File: config.mk
export PLATFORM = sky130hd
export DESIGN_NAME = cell_lane_processor
export DESIGN_NICKNAME = d
export VERILOG_FILES = /design/src/rtl/cell_lane_processor.sv
export SDC_FILE = /design/constraint.sdc
export NUM_CORES = 1
export LEC_CHECK = 0
export ABC_AREA = 1
export CORE_AREA = 10 10 175 177
export DETAILED_ROUTE_END_ITERATION = 8
export DIE_AREA = 0 0 185 187
export PLACE_DENSITY = 0.71
export SYNTH_ARGS = -nofsm -noshare
export SYNTH_HDL_FRONTEND = slang
export SYNTH_SLANG_ARGS = --single-unit
export TNS_END_PERCENT = 10
File: constraint.sdc
create_clock -name clk -period 3.4 [get_ports clk]
set_input_delay 0.85 -clock clk [delete_from_list [all_inputs] [get_ports clk]]
set_output_delay 0.85 -clock clk [all_outputs]
set_load 0.02 [all_outputs]
File: src/rtl/cell_lane_processor.sv
// rtl/cell_lane_processor.sv - two-stage multi-lane pixel ALU with valid/ready flow control
//
// Purpose:
//   Applies one of eight per-lane pixel operations to LANES packed cells per beat.
//   Stage 1 registers the accepted operands and opcode. Stage 2 registers the result,
//   the per-lane clamp flags and out_valid. Both stages advance together under
//   backpressure, so the block sustains one beat per cycle.
//
// Parameters:
//   CELL_DEPTH - bits per cell (4..16)
//   LANES      - cells per beat (1..16)
//   CNT_WIDTH  - width of the delivered-beat counter
//
// Ports:
//   clk            - single clock; all logic updates on its rising edge
//   rst            - synchronous, active-high reset
//   in_valid       - input beat valid
//   in_ready       - block can take an input beat this cycle
//   cell_a         - operand A, lane i at [i*CELL_DEPTH +: CELL_DEPTH]
//   cell_b         - operand B, same packing as cell_a
//   user_in        - scalar operand shared by every lane of the beat
//   opcode         - operation for the beat
//   out_valid      - output beat valid
//   out_ready      - downstream accepts the output beat
//   processed_cell - result, same packing as cell_a
//   sat_flag       - per-lane flag, set when that lane's result was clamped
//   beat_count     - count of delivered output beats; wraps at 2^CNT_WIDTH

module cell_lane_processor #(
  parameter int CELL_DEPTH = 8,
  parameter int LANES      = 4,
  parameter int CNT_WIDTH  = 16
) (
  input  logic                        clk,
  input  logic                        rst,
  input  logic                        in_valid,
  output logic                        in_ready,
  input  logic [LANES*CELL_DEPTH-1:0] cell_a,
  input  logic [LANES*CELL_DEPTH-1:0] cell_b,
  input  logic [CELL_DEPTH-1:0]       user_in,
  input  logic [2:0]                  opcode,
  output logic                        out_valid,
  input  logic                        out_ready,
  output logic [LANES*CELL_DEPTH-1:0] processed_cell,
  output logic [LANES-1:0]            sat_flag,
  output logic [CNT_WIDTH-1:0]        beat_count
);

  typedef enum logic [2:0] {
    OP_PASS   = 3'd0,
    OP_ADD    = 3'd1,
    OP_SUB    = 3'd2,
    OP_INV    = 3'd3,
    OP_AVG    = 3'd4,
    OP_THRESH = 3'd5,
    OP_BRIGHT = 3'd6,
    OP_MAXAB  = 3'd7
  } op_e;

  localparam logic [CELL_DEPTH-1:0] CELL_MAX = '1;

  // Stage 1 registers
  logic                        s1_valid_q;
  logic [LANES*CELL_DEPTH-1:0] s1_a_q;
  logic [LANES*CELL_DEPTH-1:0] s1_b_q;
  logic [CELL_DEPTH-1:0]       s1_u_q;
  op_e                         s1_op_q;

  // Stage 2 registers
  logic                        out_valid_q;
  logic [LANES*CELL_DEPTH-1:0] result_q;
  logic [LANES-1:0]            sat_q;
  logic [CNT_WIDTH-1:0]        count_q;

  // Stage 2 next-state data, computed from stage 1
  logic [LANES*CELL_DEPTH-1:0] result_d;
  logic [LANES-1:0]            sat_d;

  logic s2_load;
  logic s1_load;

  // Stage 2 may take a new beat whenever its current one is absent or leaving.
  assign s2_load = !out_valid_q || out_ready;
  // Stage 1 may take a new beat when empty or when its beat moves into stage 2.
  // Reset forces not-ready so nothing is accepted while the pipeline is cleared.
  assign s1_load  = !s1_valid_q || s2_load;
  assign in_ready = !rst && s1_load;

  // Per-lane datapath; each lane sees only its own slice, so no carry crosses lanes.
  for (genvar g = 0; g < LANES; g++) begin : g_lane
    logic [CELL_DEPTH-1:0] lane_a;
    logic [CELL_DEPTH-1:0] lane_b;
    logic [CELL_DEPTH:0]   sum_ab;
    logic [CELL_DEPTH:0]   sum_au;
    logic [CELL_DEPTH-1:0] lane_res;
    logic                  lane_sat;

    assign lane_a = s1_a_q[g*CELL_DEPTH +: CELL_DEPTH];
    assign lane_b = s1_b_q[g*CELL_DEPTH +: CELL_DEPTH];
    // One extra bit holds the carry used both for clamping and for the average.
    assign sum_ab = {1'b0, lane_a} + {1'b0, lane_b};
    assign sum_au = {1'b0, lane_a} + {1'b0, s1_u_q};

    always_comb begin
      lane_res = '0;
      lane_sat = 1'b0;
      case (s1_op_q)
        OP_PASS: lane_res = lane_a;
        OP_ADD: begin
          if (sum_ab[CELL_DEPTH]) begin
            lane_res = CELL_MAX;
            lane_sat = 1'b1;
          end else begin
            lane_res = sum_ab[CELL_DEPTH-1:0];
          end
        end
        OP_SUB: begin
          if (lane_a < lane_b) begin
            lane_res = '0;
            lane_sat = 1'b1;
          end else begin
            lane_res = lane_a - lane_b;
          end
        end
        OP_INV: lane_res = CELL_MAX - lane_a;
        OP_AVG: lane_res = sum_ab[CELL_DEPTH:1];
        OP_THRESH: lane_res = (lane_a >= s1_u_q) ? CELL_MAX : '0;
        OP_BRIGHT: begin
          if (sum_au[CELL_DEPTH]) begin
            lane_res = CELL_MAX;
            lane_sat = 1'b1;
          end else begin
            lane_res = sum_au[CELL_DEPTH-1:0];
          end
        end
        OP_MAXAB: lane_res = (lane_a > lane_b) ? lane_a : lane_b;
        default: begin
          lane_res = '0;
          lane_sat = 1'b0;
        end
      endcase
    end

    assign result_d[g*CELL_DEPTH +: CELL_DEPTH] = lane_res;
    assign sat_d[g] = lane_sat;
  end

  always_ff @(posedge clk) begin
    if (rst) begin
      s1_valid_q  <= 1'b0;
      out_valid_q <= 1'b0;
      result_q    <= '0;
      sat_q       <= '0;
      count_q     <= '0;
    end else begin
      if (s1_load) begin
        s1_valid_q <= in_valid;
        // Operand registers only change for a real beat.
        if (in_valid) begin
          s1_a_q  <= cell_a;
          s1_b_q  <= cell_b;
          s1_u_q  <= user_in;
          s1_op_q <= op_e'(opcode);
        end
      end

      if (s2_load) begin
        out_valid_q <= s1_valid_q;
        if (s1_valid_q) begin
          result_q <= result_d;
          sat_q    <= sat_d;
        end
      end

      if (out_valid_q && out_ready) begin
        count_q <= count_q + CNT_WIDTH'(1);
      end
    end
  end

  assign out_valid      = out_valid_q;
  assign processed_cell = result_q;
  assign sat_flag       = sat_q;
  assign beat_count     = count_q;

endmodule

[After elaboration in Yosys (flattened, before gate mapping)]
Index checks and enable logic that the tools add are counted.
Storage, ports and cells
  register bits after elaboration: 129
  bits in latches: 0
  bits in writable memories: 0
  ROM bits: 0
  input bits: 79
  output and inout bits: 54
  word-level logic and storage cells: 96
  memories kept: 0
Operators by class
  add/sub/neg operators: 17
  multipliers: 0
  div/mod/pow operators: 0
  order comparisons: 12
  eq/ne operators: 7
  shift operators: 0
  multiplexer cells: 40
  bitwise gates (word level): 1
  reductions and logical operators: 10
Operator list (number)
  8-bit case mux with 8 select lines: 4
  8-bit 2-to-1 mux: 20
  8-bit by 8-bit adder with 9-bit output: 8
  8-bit >= comparator: 4
  8-bit greater-than comparator: 4
  8-bit < comparator: 4
  8-bit subtractor: 4
  8-bit subtractor, first input constant: 4
  16-bit by 1-bit adder with 16-bit output, second input constant: 1
  3-bit == test, second input constant: 4
  1-bit 2-to-1 mux: 12
  1-bit case mux with 3 select lines: 4
  3-bit by 2-bit == test with 1-bit output, second input constant: 2
  3-bit by 1-bit == test with 1-bit output, second input constant: 1
  1-bit zero test: 3
  3-bit zero test: 1
  3-bit AND reduction: 1
  1-bit logical AND: 2
  1-bit logical OR: 2
  2-bit AND reduction: 1
  1-bit inverter: 1

[Longest topological paths before layout]
  depth after elaboration: 4
  mapped depth: 16
  depth with buffers taken out: 16

[Worst setup path before layout]
Ideal clock, no wire load.
  path kind: input to register
  start point: input rst
  end point: register s1_a_q[0], enable pin
  library setup time: 0.429 ns
  arrival: 2.945 ns
  data required time: 2.971 ns
  path slack: 0.026 ns
  cell stages on the path: 6
  buffers on the path: 1
  cell sequence: clkbuf_1 > inv_1 > nand2_1 > inv_1 > nand2_1 > inv_1
Between the ends
  word-level cells in the longest chain between the ends: 2
RTL lines
  start, declared: line 35  | input logic rst,
  1-bit inverter (no source line)
  3-bit AND reduction (no source line)
  end signal, assigned: line 160  | s1_a_q <= cell_a;
  end, declared: line 64  | logic [LANES*CELL_DEPTH-1:0] s1_a_q;
Every way passes these cells.
A chain may end at the register's enable or synchronous reset.

[Final worst setup path]
  start point: input out_ready
  end point: output in_ready
Between the ends
  word-level cells in the longest chain between the ends: 3
RTL lines
  start, declared: line 43  | input logic out_ready,
  1-bit logical OR: line 83  | assign s2_load = !out_valid_q || out_ready;
  1-bit logical OR: line 86  | assign s1_load = !s1_valid_q || s2_load;
  1-bit logical AND: line 87  | assign in_ready = !rst && s1_load;
  end, declared: line 37  | output logic in_ready,
Every way passes these cells.

==> results.cfg <==
[outcome]
status = finished, final reports clean

[finish]
final_util_pct = 52.4
layout_common_cells = 537 x nand2_1, 271 x inv_1, 194 x nand3_1
mostFrequentLayoutCell = nand2_1
syn2layout_area_growth_pct = 18.5
fin_area_um2 = 14300
finalNonFillerCells = 2307
antennaDiodeCount = 0
nNetsFinal = 2168
drive_above_1_share_pct = 3.82

[place]
place.gp.congestion = 0.930
placed_cells = 2275
dp_slack_ps = 348
dp_hpwl_um = 28500
placed_area_um2 = 13800
port_buffers = 132

[route]
dr.pass1.iters = 7
wl_per_cell_um = 16.2
final_antenna_net_count = 0
dr.first_iter.drc_count = 829
vias = 12262
via_per_inst = 5.32
route.detailed.drc = 0
wirelength_um = 37400

[clock_network]
clockBufferDepth = 2
cts_resized = 0
h-tree-depth = 4
clk_pin_slew_ps = 60
tritoncts = yes
clock_latency_ps = 440
cts_made_buffers = 17
cts_setup_buffers = 0
clock-root-buffer = clkbuf_16
clkSinkCount = 129
cts_hold_buf = 0

[timing]
fin_crit_sh_pct = 90.1
relSlewSlack_pct = 35.9
skew_ps = 8.61
setup_viol = 0
tightest_slew_ps = 960
max_freq_mhz = 326
layout_setup_ws_ps = 336
whs_ps = 462
hold_viol_final = 0
setup-tns-final_ps = 0
slew_viol_final = 0
rsz0062_at_grt = false
finalCriticalPeriod_ps = 3060

[hold_path]
hold_class = register to register
hold_depth = 2

[setup_path]
path_max_fanout = 2
crit_arrival_ps = 2210
crit_type = input pin to primary output
worstReg2RegEnd = processed_cell[25]$_SDFFE_PP0P_
crit_end = in_ready
worstSetupStartpointType = input pin
critPathLaunch = out_ready
crit-reg2reg-launch = s1_a_q[25]$_DFFE_PP_
r2r_slack_ps = 670
r2r.worst_path.cells = 12
crit_required_ps = 2550
setup.worst_path.end_class = primary output

[grt]
grt_max_degree = 76
overflow = 0
grt_pass1_vias = 11800
gr-usage-all-layers_pct = 21.4
antenna_found_initial = 0
grt_pass1_wl_um = 60000

[logic_synthesis]
synth_ff_type = edfxtp_1
seq_area_frac_synth_pct = 27.6
synth_area_per_cell_um2 = 6.62
syn_area_um2 = 12100
synth_top_family_by_area = simple AND/OR/NAND/NOR gates
synth_edf_count = 75
synthMuxAreaShare_pct = 0
ys.warnings.count = 0
synth_cells = 1825
synth_xor_area_share_pct = 1.67
synth-simple-area-share_pct = 33.6
synth-seq-cells = 129
synthAdderAreaFrac_pct = 15.3
async_flop_share_pct = 0
synth_compound_area_share_pct = 11.3
synthDistinctLibCells = 39
syn-num-nets = 2045

[floorplanning]
num_rows = 61
die-width_um = 185
start_util_pct = 44.2
design.core.area_um2 = 27300
io_pins = 133
dieArea_um2 = 34600
die_height_um = 187

[pwr]
power_density_nw_per_um2 = 339
vdd_drop_max_uv = 296
fin_total_pwr_mw = 4.85
p_leak_nw = 7.16

[flow_run]
max_cap_viol_count = 0
==> cells by family (layout without fill, tap and decap cells) <==
logic type,Yosys count,in the layout
xor+xnor,23,23
compound gates,245,245
fa+ha+maj,141,141
simple gates,967,967
buf+inv,320,456
flops,129,129
==> per-layer routing <==
metal	vias to the layer above	GRT usage (%)	part of all wire, %
li1	6139	-	-
met3	82	3.21	6.0
met1	5618	26.5	43
met5	-	0	0
met4	0	7.13	2.7
met2	423	37.0	48
==> cell usage after synthesis (11+ instances only) <==
master / count / area share (%)
a21oi_1: 113 / 4.7
buf_2: 18 / 0.75
nand3_1: 194 / 8.0
edfxtp_1: 75 / 19
nor3_1: 14 / 0.58
o21ai_0: 73 / 3.0
o21bai_1: 17 / 1.1
clkbuf_1: 16 / 0.50
o21a_1: 13 / 0.81
or2_2: 11 / 0.57
nand4_1: 25 / 1.3
ha_1: 129 / 13
dfxtp_1: 54 / 8.9
fa_1: 12 / 2.0
xor2_1: 19 / 1.4
nor2_1: 159 / 4.9
inv_1: 272 / 8.4
nand2_1: 537 / 17
o211ai_1: 15 / 0.93
==> critical path: stages <==
cell             delay (ps)
clkdlybuf4s50_1         480
inv_1                    50
nand3_1                  90
nand2_1                  60
inv_1                    80
clkdlybuf4s50_1         610
==> final cells by class <==
| cell class | count | area [um2] |
|---|---|---|
| Clock inverter | 12 | 95.1 |
| Timing Repair Buffer | 151 | 1470 |
| Fill cell | 2773 | 13000 |
| Inverter | 273 | 1030 |
| Tap cell | 346 | 433 |
| Sequential cell | 129 | 3330 |
| Clock buffer | 20 | 478 |
| Multi-Input combinational cell | 1376 | 7490 |
==> power by group <==
group | total, mW | internal, mW | switching (mW)
sequential | 1.81 | 1.73 | 0.0809
combinational | 1.21 | 0.471 | 0.743
clock | 1.83 | 1.03 | 0.804
total | 4.85 | 3.23 | 1.63
==> how the worst min path moves through the flow <==
stage | start | endpoint | slack, ps
after floorplan | s1_valid_q$_SDFFE_PP0P_ | s1_valid_q$_SDFFE_PP0P_ | 480
after global placement | beat_count[15]$_SDFFE_PP0P_ | beat_count[15]$_SDFFE_PP0P_ | 450
after detailed placement | processed_cell[3]$_SDFFE_PP0P_ | processed_cell[3]$_SDFFE_PP0P_ | 450
after CTS | processed_cell[3]$_SDFFE_PP0P_ | processed_cell[3]$_SDFFE_PP0P_ | 460
after global routing | beat_count[15]$_SDFFE_PP0P_ | beat_count[15]$_SDFFE_PP0P_ | 480
final | processed_cell[7]$_SDFFE_PP0P_ | processed_cell[7]$_SDFFE_PP0P_ | 460
==> sequential cells by signal, summed over array words and instances (netlist names), 3 cells and up <==
signal	cells
s1_u_q	8
processed_cell	32
sat_flag	4
s1_op_q	3
s1_a_q	32
beat_count	16
s1_b_q	32
Note: power is estimated with default switching activity, not from simulation.
